**config.mk**
```make
export PLATFORM = sky130hd
export DESIGN_NAME = nonce_tx_queue
export DESIGN_NICKNAME = d
export VERILOG_FILES = /design/src/rtl/nonce_tx_queue_pkg.sv /design/src/rtl/nonce_fifo.sv /design/src/rtl/nonce_tx_queue.sv
export SDC_FILE = /design/constraint.sdc
export NUM_CORES = 1
export LEC_CHECK = 0
export CORE_ASPECT_RATIO = 1.1
export CORE_MARGIN = 4
export CORE_UTILIZATION = 46
export CTS_CLUSTER_SIZE = 24
export DETAILED_ROUTE_END_ITERATION = 16
export GPL_TIMING_DRIVEN = 0
export PLACE_DENSITY = 0.65
export SLEW_MARGIN = 5
export SYNTH_ARGS = -nofsm -noshare
export SYNTH_HDL_FRONTEND = slang
export SYNTH_SLANG_ARGS = --single-unit
```
**constraint.sdc**
```tcl
create_clock -name clk -period 6.7 [get_ports clk]
set_input_delay 1.34 -clock clk [delete_from_list [all_inputs] [get_ports clk]]
set_output_delay 1.34 -clock clk [all_outputs]
set_load 0.01 [all_outputs]
```
**src/rtl/nonce_tx_queue_pkg.sv**
```systemverilog
// Shared definitions for the nonce transmit queue: nonce width, TX FSM encoding
// and a constant-foldable ceil(log2) helper.
package nonce_tx_queue_pkg;

  localparam int unsigned NONCE_W = 32;

  typedef enum logic [1:0] {
    StIdle     = 2'd0,
    StWaitBusy = 2'd1,
    StWaitDone = 2'd2
  } tx_state_t;

  function automatic int unsigned clog2(input int unsigned value);
    int unsigned result;
    int unsigned v;
    result = 0;
    v = (value > 0) ? value - 1 : 0;
    while (v > 0) begin
      result++;
      v = v >> 1;
    end
    return result;
  endfunction

endpackage

```
**src/rtl/nonce_fifo.sv**
```systemverilog
// Generic synchronous FIFO with wrap-around pointers and a separate occupancy count.
// DEPTH must be a power of two so the pointers wrap naturally.
module nonce_fifo
  import nonce_tx_queue_pkg::*;
#(
  parameter int unsigned WIDTH = 32,
  parameter int unsigned DEPTH = 8
) (
  input  logic                  clk_i,
  input  logic                  rst_ni,
  input  logic                  push_i,
  input  logic [WIDTH-1:0]      wdata_i,
  input  logic                  pop_i,
  output logic [WIDTH-1:0]      rdata_o,
  output logic                  full_o,
  output logic                  empty_o,
  output logic [clog2(DEPTH):0] count_o
);

  localparam int unsigned AddrW = clog2(DEPTH);
  localparam int unsigned CntW  = AddrW + 1;

  logic [WIDTH-1:0] mem_q [DEPTH];
  logic [AddrW-1:0] wr_ptr_q, wr_ptr_d;
  logic [AddrW-1:0] rd_ptr_q, rd_ptr_d;
  logic [CntW-1:0]  count_q, count_d;
  logic             do_push, do_pop;

  assign full_o  = (count_q == CntW'(DEPTH));
  assign empty_o = (count_q == '0);
  assign count_o = count_q;
  assign rdata_o = mem_q[rd_ptr_q];

  assign do_push = push_i & ~full_o;
  assign do_pop  = pop_i & ~empty_o;

  always_comb begin
    wr_ptr_d = wr_ptr_q;
    rd_ptr_d = rd_ptr_q;
    count_d  = count_q;
    if (do_push) wr_ptr_d = wr_ptr_q + AddrW'(1);
    if (do_pop)  rd_ptr_d = rd_ptr_q + AddrW'(1);
    case ({do_push, do_pop})
      2'b10:   count_d = count_q + CntW'(1);
      2'b01:   count_d = count_q - CntW'(1);
      default: count_d = count_q;
    endcase
  end

  always_ff @(posedge clk_i or negedge rst_ni) begin
    if (!rst_ni) begin
      wr_ptr_q <= '0;
      rd_ptr_q <= '0;
      count_q  <= '0;
    end else begin
      wr_ptr_q <= wr_ptr_d;
      rd_ptr_q <= rd_ptr_d;
      count_q  <= count_d;
    end
  end

  // Storage needs no reset: it is only read while count is non-zero.
  always_ff @(posedge clk_i) begin
    if (do_push) mem_q[wr_ptr_q] <= wdata_i;
  end

endmodule

```
**src/rtl/nonce_tx_queue.sv**
```systemverilog
// Captures per-slave nonce strobes, arbitrates them round-robin into a FIFO and
// serialises the FIFO into the UART transmitter. Define NONCE_DEDUP_EN to drop repeats.
module nonce_tx_queue
  import nonce_tx_queue_pkg::*;
#(
  parameter int unsigned SLAVES = 2,
  parameter int unsigned DEPTH  = 8
) (
  input  logic                      clk,
  input  logic                      reset_n,
  input  logic [SLAVES*NONCE_W-1:0] slave_nonces,
  input  logic [SLAVES-1:0]         new_nonces,
  input  logic                      serial_busy,
  output logic                      serial_send,
  output logic [NONCE_W-1:0]        golden_nonce,
  output logic [clog2(DEPTH):0]     fill,
  output logic                      overflow
);

  localparam int unsigned IdxW = (SLAVES > 1) ? clog2(SLAVES) : 1;

  logic [SLAVES-1:0]  pend_q, pend_d;
  logic [NONCE_W-1:0] cap_q [SLAVES];
  logic [NONCE_W-1:0] cap_d [SLAVES];
  logic               overflow_q, overflow_d;
  logic [IdxW-1:0]    ptr_q, ptr_d;

  logic               grant_valid;
  logic [IdxW-1:0]    grant_idx;
  logic [IdxW-1:0]    scan_idx;
  logic [SLAVES-1:0]  grant_oh;
  logic [NONCE_W-1:0] grant_data;

  logic               fifo_push, fifo_pop, fifo_full, fifo_empty;
  logic [NONCE_W-1:0] fifo_rdata;

  tx_state_t          state_q, state_d;
  logic               send_q, send_d;
  logic [NONCE_W-1:0] golden_q, golden_d;

  // Scan from the pointer downwards so the slot closest to the pointer wins last.
  always_comb begin
    grant_valid = 1'b0;
    grant_idx   = '0;
    scan_idx    = '0;
    for (int k = SLAVES - 1; k >= 0; k--) begin
      scan_idx = IdxW'((int'(ptr_q) + k) % SLAVES);
      if (pend_q[scan_idx]) begin
        grant_valid = 1'b1;
        grant_idx   = scan_idx;
      end
    end
    if (fifo_full) grant_valid = 1'b0;
  end

  always_comb begin
    grant_oh = '0;
    if (grant_valid) grant_oh[grant_idx] = 1'b1;
  end

  assign grant_data = cap_q[grant_idx];
  assign ptr_d = grant_valid ? IdxW'((int'(grant_idx) + 1) % SLAVES) : ptr_q;

  // A slot being granted this cycle may accept a fresh strobe without loss.
  always_comb begin
    pend_d     = pend_q;
    cap_d      = cap_q;
    overflow_d = overflow_q;
    for (int i = 0; i < SLAVES; i++) begin
      if (new_nonces[i]) begin
        if (!pend_q[i] || grant_oh[i]) begin
          cap_d[i]  = slave_nonces[i*NONCE_W +: NONCE_W];
          pend_d[i] = 1'b1;
        end else begin
          overflow_d = 1'b1;
        end
      end else if (grant_oh[i]) begin
        pend_d[i] = 1'b0;
      end
    end
  end

  always_ff @(posedge clk or negedge reset_n) begin
    if (!reset_n) begin
      pend_q     <= '0;
      cap_q      <= '{default: '0};
      overflow_q <= 1'b0;
      ptr_q      <= '0;
    end else begin
      pend_q     <= pend_d;
      cap_q      <= cap_d;
      overflow_q <= overflow_d;
      ptr_q      <= ptr_d;
    end
  end

`ifdef NONCE_DEDUP_EN
  logic [NONCE_W-1:0] last_q;
  logic               last_vld_q;

  assign fifo_push = grant_valid && !(last_vld_q && (grant_data == last_q));

  always_ff @(posedge clk or negedge reset_n) begin
    if (!reset_n) begin
      last_q     <= '0;
      last_vld_q <= 1'b0;
    end else if (fifo_push) begin
      last_q     <= grant_data;
      last_vld_q <= 1'b1;
    end
  end
`else
  assign fifo_push = grant_valid;
`endif

  nonce_fifo #(
    .WIDTH(NONCE_W),
    .DEPTH(DEPTH)
  ) u_fifo (
    .clk_i  (clk),
    .rst_ni (reset_n),
    .push_i (fifo_push),
    .wdata_i(grant_data),
    .pop_i  (fifo_pop),
    .rdata_o(fifo_rdata),
    .full_o (fifo_full),
    .empty_o(fifo_empty),
    .count_o(fill)
  );

  // One send per popped entry; busy must be seen high then low before the next.
  always_comb begin
    state_d  = state_q;
    send_d   = 1'b0;
    golden_d = golden_q;
    fifo_pop = 1'b0;
    unique case (state_q)
      StIdle: begin
        if (!fifo_empty && !serial_busy) begin
          fifo_pop = 1'b1;
          golden_d = fifo_rdata;
          send_d   = 1'b1;
          state_d  = StWaitBusy;
        end
      end
      StWaitBusy: if (serial_busy)  state_d = StWaitDone;
      StWaitDone: if (!serial_busy) state_d = StIdle;
      default:    state_d = StIdle;
    endcase
  end

  always_ff @(posedge clk or negedge reset_n) begin
    if (!reset_n) begin
      state_q  <= StIdle;
      send_q   <= 1'b0;
      golden_q <= '0;
    end else begin
      state_q  <= state_d;
      send_q   <= send_d;
      golden_q <= golden_d;
    end
  end

  assign serial_send  = send_q;
  assign golden_nonce = golden_q;
  assign overflow     = overflow_q;

endmodule

```
==> reports/results.ini <==
[run_status]
status=finished clean

[clocking]
cts_tree=yes
numClockSinks=369
post-cts-setup-buffers=0
clk_latency_ns=0.52
path_clk_slew_ns=0.06
clockBufferDepth=3
hold_buffers=0
cts-root-buf=clkbuf_16
postCtsResizedCells=0
cts_buffers=39
cts_htree_levels=2

[job]
max_cap_viol_count=0

[floorplan]
die_h_um=193
die_width_um=176
die_area_sq_um=34000
core-area_sq_um=30600
io_pins=107
start_util=0.468
num_rows=67

[critical_path]
crit_top_cell=xor2_1
crit_buf_inv=3
slowest_delay_ns=0.54
cp_max_fo=5
required_ns=7.09
cp_cell_sequence=clkdlybuf4s50_1 -> or4_1 -> clkbuf_1 -> inv_1 -> ha_1 -> xor2_1 -> ha_1 -> a21oi_1 -> xor2_1 -> nor2_1 -> xor2_1
worst-setup-path-type=primary input to register
crit_slowest_cell=or4_1
cp_top_family=buffers and inverters
arrival_ns=3.81
cp-end-kind=register
startpoint_type=primary input
r2r_slack_ns=3.76

[grt]
grt_pass1_wl_um=45400
grt.overflow.total=0
grt_max_degree=60
grt_use_met1=0.246
first_global_vias=7595
grt_use_met3=0.0302
gr-usage-met2=0.301
antenna_found_initial=0
busiest_layer=met2
grt_use_total=0.177

[timing]
finalCriticalPeriod_ns=3.42
maxSlewHeadroom=0.357
fmax_mhz=293
hold_viol=0
rsz0062_at_grt=false
worst_pin_slew_ns=0.964
fin_crit_sh=0.510
finalMaxSlewViolations=0
fin_skew_ns=0.0205
setup_viol=0

[synth]
synthTopCellsByArea=edfxtp_1 (54%), dfrtp_1 (20%), mux4_2 (10%), mux2_2 (6.6%), mux2i_1 (2.2%)
synth_edf_count=256
yosys_warnings=0
yosysMostFrequentCell=edfxtp_1
syn_area_per_cell_sq_um=19.6
syn-num-nets=805
yosysTopAreaCell=edfxtp_1
async_flop_share=0.306
synth.cell_area_sq_um=14300
ys_types=37
synthCells=731
ys_seq_elements=369
synth_top_area_frac=0.537
synth_ff_type=edfxtp_1
seq_area_frac_synth=0.735
synth_common_cells=edfxtp_1 (256), dfrtp_1 (113), mux2_2 (84)

[routing]
drtIter0Drc=523
drt_first_pass_iters=5
ant_nets=0
vias_per_cell=5.29
avgRoutedWirePerCell_um=21.8
finalWirelength_um=29300
drcViolationCount=0
vias=7127

[pwr]
p_leak_nw=6.29
power_mw=8.90
vdd_ir_drop_max_v=0.000258
power_density_nw_per_um2=508

[layout]
final_area_sq_um=17500
nets=977
antenna_cells=0
drive_gt1_frac=0.288
fin_util=0.572
area_growth_pct=22.4
fillers=2308

[hold_path]
hold_path_class=register to register

[placement]
hpwl_um=19200
port_buffers=106
place_congestion=0.711
placed_area_sq_um=16200

## layout make-up
type,count,area [sq um],share of cell area
buffer,35,216,0.0124
multi-input combinational,321,3610,0.206
inverter,6,22.5,0.00129
sequential,369,10500,0.600
clock inverter,21,225,0.0129
tap,414,518,0.0296
timing repair buffer,131,1350,0.0770
clock buffer,50,1060,0.0605
## report_power, final
group	switching (mW)	total, mW	internal, mW
logic	1.53	2.86	1.33
clock network	0.860	2.14	1.28
registers	0.291	3.90	3.60
total	2.68	8.90	6.22
## cells in the final DEF (no fill, tap or decap), types with 5 or more instances in the layout
cell / n
buf_2: 14
buf_4: 21
buf_6: 13
clkbuf_1: 16
clkbuf_16: 41
clkdlybuf4s50_1: 105
clkinv_1: 6
dfrtp_1: 113
edfxtp_1: 256
ha_1: 5
inv_1: 5
mux2_1: 13
mux2_2: 84
mux2i_1: 32
mux4_2: 64
nand2_1: 44
nand2b_1: 5
nor2_1: 5
o21ai_1: 29
xnor2_1: 6
## routing by layer
| layer | vias up | share of wire |
|---|---|---|
| met3 | 28 | 0.046 |
| li1 | 3204 | - |
| met1 | 3732 | 0.44 |
| met4 | 0 | 0.012 |
| met5 | - | 0 |
| met2 | 163 | 0.51 |
## sequential cells by signal, indices dropped and copies added (netlist names)
register         flops
cap_q               64
golden_nonce        32
overflow             1
pend_q               2
ptr_q                1
serial_send          1
state_q              2
u_fifo.count_o       4
u_fifo.mem_q       256
u_fifo.rd_ptr_q      3
u_fifo.wr_ptr_q      3
## worst paths after layout
| check | to | cells past startpoint | startpoint |
|---|---|---|---|
| worst max-delay path | u_fifo.count_o[2]$_DFFE_PN0P_ | 11 | serial_busy |
| worst min-delay path | state_q[0]$_DFFE_PN0P_ | 1 | state_q[1]$_DFFE_PN0P_ |
| worst max register to register | u_fifo.mem_q[0][18]$_DFFE_PP_ | 7 | u_fifo.count_o[0]$_DFFE_PN0P_ |
| worst min register to register | state_q[0]$_DFFE_PN0P_ | 1 | state_q[1]$_DFFE_PN0P_ |
| max in group asynchronous | cap_q[52]$_DFFE_PN0P_ | 2 | reset_n |
| min in group asynchronous | u_fifo.count_o[0]$_DFFE_PN0P_ | 1 | reset_n |
## cell families after synthesis
logic type | after synthesis | synth area share
DFF | 369 | 0.735
buffers and inverters | 41 | 0.0167
adders and majority gates | 5 | 0.00437
muxes | 193 | 0.199
AOI/OAI and AO/OA | 40 | 0.0156
and+or+nand+nor | 73 | 0.0233
xor gates and xnor gates | 10 | 0.00612
## worst reg2reg max path, delay by kind of cell (launching register included)
kind,cells,cell delay (ns)
buf+inv,4,0.95
simple gates,3,1.19
flops,1,0.50
## per-stage QoR
step           instances  hold WS, ns  TNS (ns)  setup WS [ns]
2_1_floorplan        731        0.435         0           1.95
3_3_place_gp        1251        0.459   -107.91          -1.54
3_5_place_dp        1276        0.464         0           2.73
4_1_cts             1347        0.475         0           3.26
5_1_grt             1347        0.505         0           3.17
6_report            1347        0.473         0           3.28
Power figures use the tool's default switching activity.
